**config.mk**
```make
export PLATFORM = sky130hd
export DESIGN_NAME = led_afterglow_flat
export DESIGN_NICKNAME = d
export VERILOG_FILES = /design/src/rtl/led_afterglow_if.sv /design/src/rtl/led_afterglow.sv /design/src/flat_wrapper.sv
export SDC_FILE = /design/constraint.sdc
export NUM_CORES = 1
export LEC_CHECK = 0
export CAP_MARGIN = 20
export CORE_AREA = 10 10 138 140
export CTS_CLUSTER_DIAMETER = 60
export DETAILED_ROUTE_END_ITERATION = 8
export DIE_AREA = 0 0 148 150
export GPL_TIMING_DRIVEN = 0
export PLACE_DENSITY = 0.53
export SYNTH_ARGS = -nofsm -noshare
export SYNTH_HDL_FRONTEND = slang
export SYNTH_SLANG_ARGS = --single-unit
```
**constraint.sdc**
```tcl
create_clock -name clock -period 1.73 [get_ports clock]
set_input_delay 0.346 -clock clock [delete_from_list [all_inputs] [get_ports clock]]
set_output_delay 0.346 -clock clock [all_outputs]
set_load 0.01 [all_outputs]
```
**src/rtl/led_afterglow_if.sv**
```systemverilog
// LED panel bus: pattern/status/mode from the cylon side, LED drive and decay strobe back.
interface led_afterglow_if #(
   parameter int MXLED = 12
);
   logic [MXLED-1:0] pat_in;
   logic [MXLED-1:0] status_in;
   logic [1:0]       mode;
   logic [MXLED-1:0] led_out;
   logic             dcy_tick;

   modport master (
      output pat_in,
      output status_in,
      output mode,
      input  led_out,
      input  dcy_tick
   );

   modport slave (
      input  pat_in,
      input  status_in,
      input  mode,
      output led_out,
      output dcy_tick
   );
endinterface

```
**src/rtl/led_afterglow.sv**
```systemverilog
// Front-panel LED driver: per-LED decaying PWM trail behind the cylon eyes,
// plus raw and status display modes, registered straight to the pins.
module led_afterglow #(
   parameter int MXLED  = 12,
   parameter int MXLVL  = 4,
   parameter int MXDCY  = 16,
   parameter bit INVERT = 1'b0
) (
   input logic             clock,
   input logic             reset,
   led_afterglow_if.slave  bus
);

   localparam logic [MXLVL-1:0] FULL = '1;

   logic [MXDCY-1:0] dcy_cnt;
   logic [MXLVL-1:0] pwm_cnt;
   logic             dcy_tick;
   logic [MXLVL-1:0] level [MXLED];
   logic [MXLED-1:0] glow;
   logic [MXLED-1:0] mux;
   logic [MXLED-1:0] led_q;

   // The strobe lands on the clock after the prescaler wraps, so levels see it one cycle later.
   always_ff @(posedge clock) begin
      if (reset) begin
         dcy_cnt  <= '0;
         pwm_cnt  <= '0;
         dcy_tick <= 1'b0;
      end else begin
         dcy_cnt  <= dcy_cnt + 1'b1;
         pwm_cnt  <= pwm_cnt + 1'b1;
         dcy_tick <= &dcy_cnt;
      end
   end

   // A lit eye always reloads full brightness, even on a decay clock.
   always_ff @(posedge clock) begin
      for (int i = 0; i < MXLED; i++) begin
         if (reset) begin
            level[i] <= '0;
         end else if (bus.pat_in[i]) begin
            level[i] <= FULL;
         end else if (dcy_tick && (level[i] != '0)) begin
            level[i] <= level[i] - 1'b1;
         end
      end
   end

   always_comb begin
      glow = '0;
      for (int i = 0; i < MXLED; i++) begin
         glow[i] = bus.pat_in[i] | (pwm_cnt < level[i]);
      end
   end

   // Blink phase rides on the prescaler MSB, so entering mode 3 never restarts it.
   always_comb begin
      mux = '0;
      case (bus.mode)
         2'd0:    mux = glow;
         2'd1:    mux = bus.pat_in;
         2'd2:    mux = bus.status_in;
         default: mux = dcy_cnt[MXDCY-1] ? bus.status_in : '0;
      endcase
   end

   always_ff @(posedge clock) begin
      if (reset) begin
         led_q <= {MXLED{INVERT}};
      end else begin
         led_q <= mux ^ {MXLED{INVERT}};
      end
   end

   assign bus.led_out  = led_q;
   assign bus.dcy_tick = dcy_tick;

endmodule

```
**src/flat_wrapper.sv**
```systemverilog
// flat-port wrapper written by rule: the top's interface ports become plain ports
module led_afterglow_flat 
#(
   parameter int MXLED  = 12,
   parameter int MXLVL  = 4,
   parameter int MXDCY  = 16,
   parameter bit INVERT = 1'b0
)
  (clock, reset, bus_pat_in, bus_status_in, bus_mode, bus_led_out, bus_dcy_tick);
  led_afterglow_if #(.MXLED(MXLED)) bus_i ();
  input logic clock;
  input logic reset;
  input wire logic [$bits(bus_i.pat_in)-1:0] bus_pat_in;
  input wire logic [$bits(bus_i.status_in)-1:0] bus_status_in;
  input wire logic [$bits(bus_i.mode)-1:0] bus_mode;
  output wire logic [$bits(bus_i.led_out)-1:0] bus_led_out;
  output wire logic [$bits(bus_i.dcy_tick)-1:0] bus_dcy_tick;
  assign bus_i.pat_in = bus_pat_in;
  assign bus_i.status_in = bus_status_in;
  assign bus_i.mode = bus_mode;
  assign bus_led_out = bus_i.led_out;
  assign bus_dcy_tick = bus_i.dcy_tick;
  led_afterglow #(.MXLED(MXLED), .MXLVL(MXLVL), .MXDCY(MXDCY), .INVERT(INVERT)) u_core (.clock(clock), .reset(reset), .bus(bus_i));
endmodule
```
# Word-level counts from Yosys, hierarchy flattened
# Memory sizes are Yosys's and may differ from the RTL's.
# Cells that the tools add are included.
classes:
  n_addsub: 14
  magnitude_cmp: 12
  n_eq_ne: 2
  n_mux: 112
  n_bitwise: 36
  reduce_logical: 26
ops:
  columns: ["cell", "count"]
  rows:
  - ["$mux 4", 24]
  - ["$mux 1", 86]
  - ["$lt 4x4->1", 12]
  - ["$reduce_bool 4->1", 12]
  - ["$sub 4x1->4 const B", 12]
  - ["$or 1x1->1", 36]
  - ["$pmux 12 s3", 1]
  - ["$add 16x1->16 const B", 1]
  - ["$reduce_and 16->1", 1]
  - ["$logic_and 1x1->1", 12]
  - ["$mux 12", 1]
  - ["$add 4x1->4 const B", 1]
  - ["$eq 2x1->1 const B", 1]
  - ["$eq 2x2->1 const B", 1]
  - ["$logic_not 2->1", 1]
word_totals:
  ff_bits: 33
  ramBits: 48
  output_inout_bits: 13
  elab_cells: 207
  memories: 1
mem_list:
  columns: ["name", "words", "width", "read_ports", "rd_clocked_by_memory_dff", "write_ports", "line_no", "text"]
  rows:
  - ["u_core.level", 12, 4, 12, 0, 12, "led_afterglow.sv:19", "logic [MXLVL-1:0] level [MXLED];"]

# Longest topological paths before layout
logic_depth:
  depth_word: 7
  depth_mapped: 6
  depth_no_buf: 6

# Least setup slack after synthesis
# No wires, ideal clock.
synth_timing:
  kind: "reg-to-reg"
  startpoint: "memory u_core.level[8][0] (netlist: u_core.level[2][0])"
  endpoint: "memory u_core.level[8][0] (netlist: u_core.level[2][0]) (enable)"
  setup_ps: 307
  t_arrival_ps: 1110
  path_slack_ps: 313
  stages_incl_launch_ff: 5
  n_path_buf: 0
  synth_period_minus_slack_ps: 1417
  path_cell_list: "edfxtp_1 inv_1 ha_1 a311o_1 nand2_1"
synth_lines:
  columns: ["item", "line_no"]
  rows:
  - ["from (decl)", "led_afterglow.sv:19"]

# Worst setup path in the final report
layout_timing:
  startpoint: "register u_core.pwm_cnt[3]"
  endpoint: "register u_core.led_q[10] (netlist: u_core.bus.led_out[10])"
layout_between:
  elab_chain_len: 3
layout_rtl:
  columns: ["item", "line_no", "text"]
  rows:
  - ["from (decl)", "led_afterglow.sv:17", "logic [MXLVL-1:0] pwm_cnt;"]
  - ["from (signal assigned)", "led_afterglow.sv:32", "pwm_cnt <= pwm_cnt + 1'b1;"]
  - ["$lt 4x4->1", "led_afterglow.sv:53", "glow[i] = bus.pat_in[i] | (pwm_cnt < level[i]);"]
  - ["$or 1x1->1", "led_afterglow.sv:53", null]
  - ["$pmux 12 s3", "led_afterglow.sv:60", "case (bus.mode)"]
  - ["to (signal assigned)", "led_afterglow.sv:70", "led_q <= {MXLED{INVERT}};"]
  - ["to (signal assigned)", "led_afterglow.sv:72", "led_q <= mux ^ {MXLED{INVERT}};"]
  - ["to (decl)", "led_afterglow.sv:22", "logic [MXLED-1:0] led_q;"]
# No other way between the ends.
# A chain may end at the register's enable or synchronous reset.

==> summary.md <==
| Metric | Value |
|---|---|
| Status | completed |
| Largest family of logic cells by synthesized area | simple AND/OR/NAND/NOR gates |
| Clock sink total | 81 |
| Post-DP HPWL | about 8700 um |
| Worst slack at placement | -727 ps |
| Unrepaired setup endpoints after global routing | false |
| Tot GR Track Use | 0.108 |
| Pleak | between 2 and 2.5 nW |
| Most common cell after layout, fill and taps aside | o21ai_0 |
| WL met1 | 5040 um |
| Clk buf depth | 2 |
| CTS root buf | clkbuf_16 |
| Per-cell routed wire length | 14.7 um |
| Crit path required time | ~2000 ps |
| Total Neg Setup Slack | 0 ps |
| Gp weighted congestion | 0.799 |
| Largest net degree at the start of global routing | 15 |
| CP max FO | 13 |
| Worst-margin pin slew | around 730 ps |
| Internal power | ~3.9 mW |
| Port bufs | 40 |
| Final hold violation count | 0 |
| Metal2 WL | roughly 5600 um |
| Total power | 5.11 mW |
| Die extent in x | between 100 and 150 um |
| DRC | 0 |
| # IOs | 41 |
| Final net count | around 630 |
| Syn-to-layout area delta | 21.4% |
| First-pass GRT wire length | approximately 19000 um |
| DP Area | approximately 5500 um2 |
| Routed WL | 11300 um |
| Clk pwr share | 0.390 |
| Compound-cell area share of the yosys netlist | 0.152 |
| Core box area | between 15000 and 20000 um2 |
| Routed vias/inst | ~4.8 |
| Synth area leaders | edfxtp_1 (30%), dfxtp_1 (14%), ha_1 (13%) |
| Primary FF master, synth | edfxtp_1 |
| Synthesized area | 4780 um2 |
| Xor/xnor share of the synthesized area | 0.0659 |
| Syn Nets | slightly below 600 |
| Tmin final | 1650 ps |
| Post-DRT Antenna Nets | 0 |
| Vias in the first global route | 3899 |
| Sw Pwr | 1.25 mW |
| Setup crit start kind | register |
| Starting DRT DRC Count | approximately 160 |
| Top cell type's share of synthesized area | 0.301 |
| Setup ws final | ~85 ps |
| Max-Cap Viols | 0 |
| Vias | 3681 |
| Clock H-tree levels | 3 |
| Syn. warnings | 0 |
| Switching Share | 0.245 |
| Critical path class | reg2reg |
| Synth cell types | 28 |
| Hold crit path type | reg2reg |
| Fin crit share | 0.951 |
| Initial antenna violation count | 0 |
| Num rows | 47 |
| Area leader, netlist | edfxtp_1 |
| Initial Util | 0.293 |
| CP arrival | roughly 1900 ps |
| Final setup vio count | 0 |
| Post-CTS setup buffers | 0 |
| Share of layout cells above drive strength 1 | 0.0596 |
| Most frequent cells in the layout | o21ai_0 (63), inv_1 (51), ha_1 (50) |
| Synth Area in Simple Gates | 0.161 |
| Max Used Layer | met4 |
| Antenna Diode Count | 0 |
| Cts bufs inserted | 9 |
| Max IR drop VDD | 485 uV |
| Achievable frequency | around 0.61 GHz |
| PD cells | between 800 and 900 nW/um2 |
| Post-layout instance area | 5810 um2 |
| #FFs+latches synth | a little over 80 |
| WL met3 | a little under 400 um |
| Gr ovfl total | 0 |
| Async set or reset register ratio after synthesis | 0 |
| Mux cell area share after synthesis | 0 |
| Slew Limit Fails | 0 |
| CTS tree | done |
| Syn_area_per_cell | about 9.6 um2 |
| Flop pwr share | 0.457 |
| Max_slew headroom | 0.514 |
| Post-synthesis adder-cell area fraction | 0.131 |
| Worst-Skew Late Latency | approximately 330 ps |
| Critical path endpoint category | register |
| Share of the yosys chip area belonging to registers | 0.439 |
| First drt pass iteration count | 5 |
| Die area | between 20000 and 25000 um2 |
| EDFF count, synth | 48 |
| Clock Skews | 6.71 ps |
| Chip height | around 150 um |
| Comb power frac | 0.152 |
| Cells after Synth | about 500 |
| Clk pin slew, worst setup/hold paths | 60 ps |
worst max-delay path: stages, from the launching register on:
cell      delay (ps)
dfxtp_1          790
ha_1             370
a21oi_1          150
o211ai_1         140
o21ai_0          120
stage by stage:
| stage | hold slack [ps] | utilization | std cells |
|---|---|---|---|
| finish | 470 | 0.355 | 774 |
| global placement | 451 | 0.334 | 759 |
| floorplan | 440 | - | 499 |
| CTS | 475 | 0.355 | 775 |
| detailed placement | 468 | 0.334 | 759 |
| global route | 513 | 0.355 | 774 |
synth_stat cells (3+ instances only):
library cell  number
nor2_1            29
nor2b_1           14
edfxtp_1          48
nor3_1            17
ha_1              50
or3_1              3
o211ai_1          12
nand2b_1          26
inv_1             51
nand3_1           17
a21oi_1           28
a31oi_1           12
nand2_1           27
a211o_1           11
clkbuf_1           8
dfxtp_1           33
buf_2              3
xnor2_1           34
o21ai_0           63
routing by layer:
layer	vias up	GRT usage
met2	65	0.186
met4	0	0.0525
li1	1864	-
met1	1730	0.129
met3	22	0.0181
met5	-	0
area by class of cell:
| cell class | instances | area [um2] |
|---|---|---|
| flip-flops and latches | 81 | 2100 |
| repair buffers | 40 | 402 |
| multi-input cells | 354 | 2440 |
| plain buffers | 12 | 66.3 |
| fillers | 1700 | 10500 |
| inverters | 51 | 191 |
| well taps | 220 | 275 |
| clock buffers | 16 | 324 |
repair_timing:
| item | in CTS | in global routing |
|---|---|---|
| gates resized for setup | 10 | 9 |
| cloned | 0 | 0 |
| hold buffers | 0 | 0 |
| setup endpoints to repair | 61 | 42 |
kinds of logic (layout without fill, tap and decap cells):
family,Yosys count,after routing
AND/OR/NAND/NOR,141,141
AO/OA/AOI/OAI,127,127
flip-flops,81,81
buffers and inverters,64,119
adder cells (fa/ha/maj),50,50
XOR/XNOR,36,36
registers in the layout (all words and copies together), names as in the netlist:
register             cells
u_core.dcy_cnt          16
u_core.pwm_cnt           4
u_core.level            48
u_core.bus.dcy_tick      1
u_core.bus.led_out      12
power groups by stage:
stage,combinational [mW],sequential (mW),clock (mW)
6_report,0.778,2.33,1.99
5_1_grt,0.906,2.36,2.12
4_1_cts,0.793,2.33,2.04
3_5_place_dp,0.781,2.37,0
3_3_place_gp,0.756,2.37,0
2_1_floorplan,0.499,2.34,0
final timing paths:
path	from	end	slack [ps]	depth (start not counted)
max reg2reg	u_core.pwm_cnt[3]$_SDFF_PP0_	u_core.bus.led_out[10]$_SDFF_PP0_	80	4
min	u_core.dcy_cnt[0]$_SDFF_PP0_	u_core.dcy_cnt[0]$_SDFF_PP0_	470	1
min reg2reg	u_core.dcy_cnt[0]$_SDFF_PP0_	u_core.dcy_cnt[0]$_SDFF_PP0_	470	1
max	u_core.pwm_cnt[3]$_SDFF_PP0_	u_core.bus.led_out[10]$_SDFF_PP0_	80	4
(Power assumes the default switching activity.)
